## src/rtl/ex_issue_buf.sv

```systemverilog
// ============================================================================
// ex_issue_buf
// ----------------------------------------------------------------------------
// Two-entry in-order issue buffer between instruction decode and the execute
// stage of the 16-bit pipeline.
//
// Decode pushes a decoded instruction under in_valid/in_ready:
//   - opcode and function field
//   - the five ALU control signals
//   - both operands
// Execute drains the head entry under out_valid/out_ready. The buffer is a
// circular store with 1-bit head/tail pointers and a 2-bit count.
//
// A HALT (opcode 5'b00000) is stored and issued like any other instruction,
// but it closes the input on the edge it is accepted. The input stays closed
// until flush or rst.
//
// Optional feature (macro EX_ISSUE_BUF_FLOW_EN):
//   When the macro is defined and the buffer is empty, an incoming
//   instruction is forwarded combinationally to the outputs (zero-latency
//   bypass). It is stored only if execute does not take it that cycle.
//   When the macro is undefined there is no combinational in->out path.
//
// Parameters:
//   N              operand width (default 16)
//
// Ports:
//   clk            system clock, all state on rising edge
//   rst            synchronous active-high reset (clears entries as well)
//   flush          discard all buffered entries, clear halted
//
//   in_valid       decode presents an instruction
//   in_ready       buffer can accept this cycle
//   in_opCode      instruction fields to capture
//   in_funct
//   in_aluOp
//   in_invA
//   in_invB
//   in_Cin
//   in_sign
//   in_A
//   in_B
//
//   out_valid      head entry valid for execute
//   out_ready      execute consumes the head this cycle
//   out_*          head entry fields; all zero while out_valid=0
//
//   occupancy      registered entry count (0..2)
//   halted         HALT accepted; input closed
// ============================================================================
module ex_issue_buf #(
    parameter int N = 16
) (
    input  logic         clk,
    input  logic         rst,
    input  logic         flush,

    input  logic         in_valid,
    output logic         in_ready,
    input  logic [4:0]   in_opCode,
    input  logic [1:0]   in_funct,
    input  logic [2:0]   in_aluOp,
    input  logic         in_invA,
    input  logic         in_invB,
    input  logic         in_Cin,
    input  logic         in_sign,
    input  logic [N-1:0] in_A,
    input  logic [N-1:0] in_B,

    output logic         out_valid,
    input  logic         out_ready,
    output logic [4:0]   out_opCode,
    output logic [1:0]   out_funct,
    output logic [2:0]   out_aluOp,
    output logic         out_invA,
    output logic         out_invB,
    output logic         out_Cin,
    output logic         out_sign,
    output logic [N-1:0] out_A,
    output logic [N-1:0] out_B,

    output logic [1:0]   occupancy,
    output logic         halted
);

    // Packed entry layout, MSB first:
    //   opCode, funct, aluOp, invA, invB, Cin, sign, A, B
    localparam int EW = 5 + 2 + 3 + 4 + 2 * N;

    logic          head_reg;
    logic          tail_reg;
    logic [1:0]    count_reg;
    logic          halted_reg;

    logic          push;        // handshake accepted on the input side
    logic          store_push;  // accepted instruction is written into the store
    logic          pop_store;   // head of the store is consumed
    logic [EW-1:0] in_word;
    logic [EW-1:0] head_word;
    logic [EW-1:0] out_word;
    logic [EW-1:0] out_data;
    logic [EW-1:0] entry_q [2];

    assign in_word = {in_opCode, in_funct, in_aluOp,
                      in_invA, in_invB, in_Cin, in_sign,
                      in_A, in_B};

    // in_ready depends only on state and rst, never on out_ready.
    assign in_ready = !rst && (count_reg != 2'd2) && !halted_reg;
    assign push     = in_valid && in_ready;

    // ------------------------------------------------------------------------
    // Entry storage: one register per slot, written at the tail pointer.
    // Writes are suppressed during flush so a discarded push leaves no trace.
    // ------------------------------------------------------------------------
    genvar gi;
    generate
        for (gi = 0; gi < 2; gi++) begin : g_entry
            logic [EW-1:0] entry_reg;

            always_ff @(posedge clk) begin
                if (rst) begin
                    entry_reg <= '0;
                end else if (store_push && !flush && (tail_reg == 1'(gi))) begin
                    entry_reg <= in_word;
                end
            end

            assign entry_q[gi] = entry_reg;
        end
    endgenerate

    assign head_word = entry_q[head_reg];

`ifdef EX_ISSUE_BUF_FLOW_EN
    // ------------------------------------------------------------------------
    // Zero-latency bypass through an empty buffer.
    //
    // The bypass implies in_ready: count is 0, halted is 0 and rst is low.
    // If execute takes the instruction this cycle it is never written.
    // Otherwise it is stored as a normal push.
    //
    // Flush suppresses the bypass. The push in that cycle is then discarded
    // by the flush priority in the control block.
    // ------------------------------------------------------------------------
    logic bypass;

    assign bypass     = (count_reg == 2'd0) && in_valid && !halted_reg
                        && !rst && !flush;
    assign out_valid  = (count_reg != 2'd0) || bypass;
    assign pop_store  = (count_reg != 2'd0) && out_ready;
    assign store_push = push && !(bypass && out_ready);
    assign out_word   = bypass ? in_word : head_word;
`else
    assign out_valid  = (count_reg != 2'd0);
    assign pop_store  = out_valid && out_ready;
    assign store_push = push;
    assign out_word   = head_word;
`endif

    // Data outputs are forced to zero whenever nothing is being presented.
    assign out_data = out_valid ? out_word : '0;
    assign {out_opCode, out_funct, out_aluOp,
            out_invA, out_invB, out_Cin, out_sign,
            out_A, out_B} = out_data;

    // ------------------------------------------------------------------------
    // Pointer, count and halt control.
    //
    // Flush (and rst) override any push/pop in the same cycle. A pop in that
    // cycle is treated as consumed with no further effect.
    // ------------------------------------------------------------------------
    always_ff @(posedge clk) begin
        if (rst || flush) begin
            head_reg   <= 1'b0;
            tail_reg   <= 1'b0;
            count_reg  <= 2'd0;
            halted_reg <= 1'b0;
        end else begin
            if (store_push) begin
                tail_reg <= ~tail_reg;
            end
            if (pop_store) begin
                head_reg <= ~head_reg;
            end
            count_reg <= count_reg + 2'(store_push) - 2'(pop_store);
            // A HALT closes the input even when it is bypassed straight to
            // execute without being stored.
            if (push && (in_opCode == 5'b00000)) begin
                halted_reg <= 1'b1;
            end
        end
    end

    assign occupancy = count_reg;
    assign halted    = halted_reg;

endmodule
```

## config.mk

```make
export PLATFORM = sky130hd
export DESIGN_NAME = ex_issue_buf
export DESIGN_NICKNAME = d
export VERILOG_FILES = /design/src/rtl/ex_issue_buf.sv
export SDC_FILE = /design/constraint.sdc
export NUM_CORES = 1
export LEC_CHECK = 0
export BUFFER_PORTS_ARGS = -buffer_cell sky130_fd_sc_hd__buf_2
export CAP_MARGIN = 20
export CORE_AREA = 8 8 150 152
export CTS_BUF_LIST = sky130_fd_sc_hd__clkbuf_8
export DETAILED_ROUTE_END_ITERATION = 7
export DIE_AREA = 0 0 158 160
export PLACE_DENSITY = 0.53
export SLEW_MARGIN = 25
export SYNTH_ARGS = -nofsm -noshare
export SYNTH_HDL_FRONTEND = slang
export SYNTH_SLANG_ARGS = --single-unit
```

## constraint.sdc

```tcl
create_clock -name clk -period 2 [get_ports clk]
set_input_delay 0.3 -clock clk [delete_from_list [all_inputs] [get_ports clk]]
set_output_delay 0.3 -clock clk [all_outputs]
set_load 0.01 [all_outputs]
```

# Yosys cells after proc, flatten, opt, wreduce, memory -nomap -nowiden
# Cells that the tools add are included.
# W data, S select, Z words.
[classes]
n_eq_ne = 1
add_sub_neg = 2
shift = 0
n_lt_le_gt_ge = 1
n_div = 0
reduce_logical = 14
mul = 0
n_bitwise = 3
muxes = 4
[op_table]
columns = ["op", "n"]
rows = [
  ["$mux W46", 4],
  ["$logic_and A1 B1 Y1", 8],
  ["$logic_not A5 Y1", 1],
  ["$logic_not A1 Y1", 3],
  ["$add A2 B1 Y2", 1],
  ["$ge A2 B2 Y1 const B", 1],
  ["$ne A2 B2 Y1 const B", 1],
  ["$not A1 Y1", 2],
  ["$not A1 Y2", 1],
  ["$reduce_bool A2 Y1", 1],
  ["$sub A2 B1 Y2", 1],
  ["$logic_or A1 B1 Y1", 1],
]
[totals]
reg_bits = 97
mem_count = 0
mem_bits_ro = 0
mem_bits_rw = 0
output_inout_bits = 51
latchBits = 0
elab_cells = 31

# Longest topological paths before layout
[depth]
word_depth = 6
ltp_mapped = 9

# Worst setup path after synthesis
# OpenSTA, ideal clock, no wires.
[synth_path]
path_kind = "register to register"
startpoint = "register count_reg[0] (netlist: occupancy[0])"
endpoint = "register count_reg[1] (netlist: occupancy[1])"
path_buffers = 1
arrival_time_ps = 1821
slack_ps = 64
setup_time_ps = 115
synth_period_minus_slack_ps = 1936
t_required_ps = 1885
path_stages_with_launch = 10
path_cell_list = "dfxtp_1 > nand2b_1 > clkbuf_1 > nand3_1 > ha_1 > inv_1 > ha_1 > xnor2_1 > xnor2_1 > and2_1"
[synth_between]
elab_chain_cells = 6
elab_cells_between_ends = 8
classes_between = "2 x add/sub; 1 x eq/ne; 5 x reduce/logical"
[synth_lines]
columns = ["element", "line", "rtl"]
rows = [
  ["start: declaration", "92", "logic [1:0] count_reg;"],
  ["start signal: assignment", "186", "count_reg <= count_reg + 2'(store_push) - 2'(pop_store);"],
  ["$ne A2 B2 Y1", "109", "assign in_ready = !rst && (count_reg != 2'd2) && !halted_reg;"],
  ["$logic_and A1 B1 Y1 (2 in series)", "109", ""],
  ["$logic_and A1 B1 Y1", "110", "assign push = in_valid && in_ready;"],
  ["$add A2 B1 Y2", "186", ""],
  ["$sub A2 B1 Y2 (*)", "186", ""],
]
# Mark *: on every way between the ends. The rest lies on a longest branch, timed or not.
# A chain may end at the register's enable or synchronous reset.

# Worst setup path after layout
[layout_path]
startpoint = "register count_reg[1] (netlist: occupancy[1])"
endpoint = "output out_invA"
[layout_between]
elab_chain_cells = 2
[layout_lines]
columns = ["element", "line", "rtl"]
rows = [
  ["$reduce_bool A2 Y1", "155", "assign out_valid = (count_reg != 2'd0);"],
  ["$mux W46", "162", "assign out_data = out_valid ? out_word : '0;"],
  ["end: declaration", "75", "output logic out_invA,"],
]
# No other way between the ends.

==> flow_summary.yaml <==
critical_path:
  crit_fanout: 27
  arrival_ns: 1.59
  crit_path_start_kind: "flip-flop"
  end_kind: "output pin"
  cp_data_required_time_ns: 1.70
  worstSetupPathType: "flip-flop to output pin"
global_route:
  grt.total_usage_pct: 11.73
  grt_pass1_wl_um: 23200
  antenna_found_initial: 1
  grt_pass1_vias: 4230
  grt_start_max_net_pins: 49
  grt_overflow: 0
logic_synthesis:
  synth_async_sr_flop_share_pct: 0
  synth_fp_nets: 557
  synth_area_per_cell_sq_um: 9.809
  synth_cells: 504
  ys.flop_type: "dfxtp_1"
  netlist_area_sq_um: 4943
  ys_ff_latch: 97
  yosysSeqAreaShare_pct: 39.28
  synth_edf_count: 0
  synth_warnings: 0
  synthDistinctLibCells: 32
cts:
  cts_made_buffers: 9
  cts_max_path_buffers: 2
  htreeDepth: 3
  cts_hold_buf: 0
  cts_root_buf: "clkbuf_8"
  clock_latency_ns: 0.38
  cts.sinks: 97
  clkSlewWorstSetupHoldPaths_ns: 0.10
  cts_tree: "built"
sta:
  slew_headroom_pct: 62.48
  rsz0062_at_grt: "no"
  hold_viol_final: 0
  tightest_slew_ns: 0.5627
  worst_hold_slack_ns: 0.1587
  setup-tns-final_ns: 0
  finalClockSkew_ns: 0.01136
  timing.final.crit_share_pct: 94.37
  slew_viol_final: 0
  finalSetupViolations: 0
  finalCriticalPeriod_ns: 1.887
  fmax_ghz: 0.5298
die:
  io_pins: 102
  core_area_sq_um: 20040
  rows: 52
  die_area_sq_um: 25280
  die_h_um: 160
  die_x_um: 158
  start_util_pct: 24.67
placement:
  place_congestion: 0.6879
  portBuffers: 101
  dp_hpwl_um: 10140
power:
  p_switching_mw: 1.044
  finalPower_mw: 4.178
  power.share.sequential_pct: 48.7
  ir_worst_vdd_v: 0.0002945
  power.internal_mw: 3.134
  switching_share_pct: 24.99
  leakagePower_nw: 2.632
  power_density_nw_per_um2: 680.6
  power.share.clock_pct: 40.5
  combinationalPowerShare_pct: 10.8
run_status:
  outcome: "finished, final reports clean"
cells_and_area:
  nets: 654
  final_util_pct: 30.63
  diodes: 0
  drive_gt1_share_pct: 35.64
  area_growth_pct: 24.17
  largest_register_ffs: 92
drt:
  firstDrtPassIters: 4
  ant_nets: 0
  viasPerCell: 4.534
  drc: 0
  vias: 3972
  postRouteWirelength_um: 14670
  route.detailed.wl_per_inst_um: 16.74
  drtIter0Drc: 137
hold_path:
  worstHoldPathType: "input port to flip-flop"
flow_run:
  maxCapViolCount: 0
[cells in the final DEF, fill, tap and decap left out, types with 2 or more instances in the layout]
cell type / netlist / final
and2_1: 2 / 2
and2b_1: 16 / 16
buf_12: 0 / 4
buf_2: 12 / 101
buf_4: 0 / 35
bufinv_16: 0 / 4
clkbuf_8: 0 / 9
clkinv_4: 0 / 2
dfxtp_1: 97 / 96
ha_1: 2 / 2
inv_1: 4 / 3
mux2_2: 6 / 6
mux2_4: 39 / 39
mux2i_1: 47 / 47
nand2_1: 48 / 48
nand2b_2: 0 / 2
nand4_1: 46 / 46
nor2_1: 48 / 47
nor2b_1: 31 / 29
nor2b_4: 0 / 2
nor3_1: 2 / 2
o21ai_0: 2 / 2
o311ai_0: 6 / 6
o311ai_1: 35 / 35
o311ai_2: 5 / 5
xnor2_1: 2 / 2
[final cells by class]
class / instances / area, sq um
flip-flops and latches: 97 / 1946
repair buffers: 140 / 848.3
clock buffers: 9 / 123.9
inverters: 4 / 15.01
fillers: 2170 / 13900
multi-input cells: 349 / 2725
clock inverters: 7 / 142.6
well taps: 270 / 337.8
[stage by stage]
step	instances	worst slack (ns)	area (sq um)
6_report	876	0.1125	6138
5_1_grt	876	0.001494	6138
4_1_cts	868	0.05979	6078
3_5_place_dp	852	0.2440	5812
3_3_place_gp	852	0.2632	5812
2_1_floorplan	504	0.06426	4943
[cells by family (layout without fill, tap and decap cells)]
logic type / Yosys count / count (layout) / share of synthesized area [%]
AOI/OAI and AO/OA: 50 / 50 / 9.415
xor gates and xnor gates: 3 / 3 / 0.5316
adders and majority gates: 2 / 2 / 0.5061
and+or+nand+nor: 202 / 202 / 21.31
muxes: 92 / 92 / 22.73
buffers and inverters: 58 / 160 / 6.226
DFF: 97 / 97 / 39.28
[cells in the mapped netlist, types with 10 or more instances]
| cell type | number | share of area [%] |
|---|---|---|
| and2b_1 | 16 | 2.4 |
| o311ai_1 | 35 | 6.2 |
| buf_6 | 10 | 2.3 |
| dfxtp_1 | 97 | 39 |
| mux2_4 | 39 | 12 |
| buf_2 | 12 | 1.2 |
| mux2i_1 | 47 | 9.5 |
| nand4_1 | 46 | 5.8 |
| clkbuf_1 | 28 | 2.1 |
| nor2_1 | 48 | 3.6 |
| nand2_1 | 48 | 3.6 |
| nor2b_1 | 31 | 3.9 |
[metal layers]
layer | global-route usage, % | up-vias | part of all wire, %
li1 | - | 2008 | -
met1 | 14.83 | 1872 | 47
met2 | 18.97 | 76 | 46
met3 | 3.239 | 14 | 5.4
met4 | 3.559 | 2 | 1.4
met5 | 0 | - | 0.055
[power groups by stage]
stage,clock network [mW],logic [mW],registers [mW]
global route,1.84,0.501,2.04
CTS,1.75,0.455,2.03
global placement,0,0.455,2.08
floorplan,0,0.270,2.07
detailed placement,0,0.454,2.08
finish,1.69,0.452,2.03
[final timing paths]
| path | startpoint | depth (start not counted) | slack, ns | end |
|---|---|---|---|---|
| setup reg to reg | occupancy[0] | 9 | 0.25 | occupancy[1] |
| hold / removal | in_A[14] | 3 | 0.16 | g_entry[0].entry_reg[30] |
| hold reg to reg | g_entry[1].entry_reg[43] | 2 | 0.47 | g_entry[1].entry_reg[43] |
| setup / recovery | occupancy[1] | 5 | 0.11 | out_invA |
[critical path, stage by stage (launching register included)]
cell and delay [ns]:
dfxtp_1 0.32, buf_4 0.16, nor2_4 0.13, buf_4 0.32, nor2_1 0.12, buf_2 0.16
[what timing repair did]
action                                  in CTS  in global routing
setup buffers                                0                  8
endpoints found under the setup margin       0                  4
resized for setup                            0                  0
Note: power is estimated with default switching activity, not from simulation.
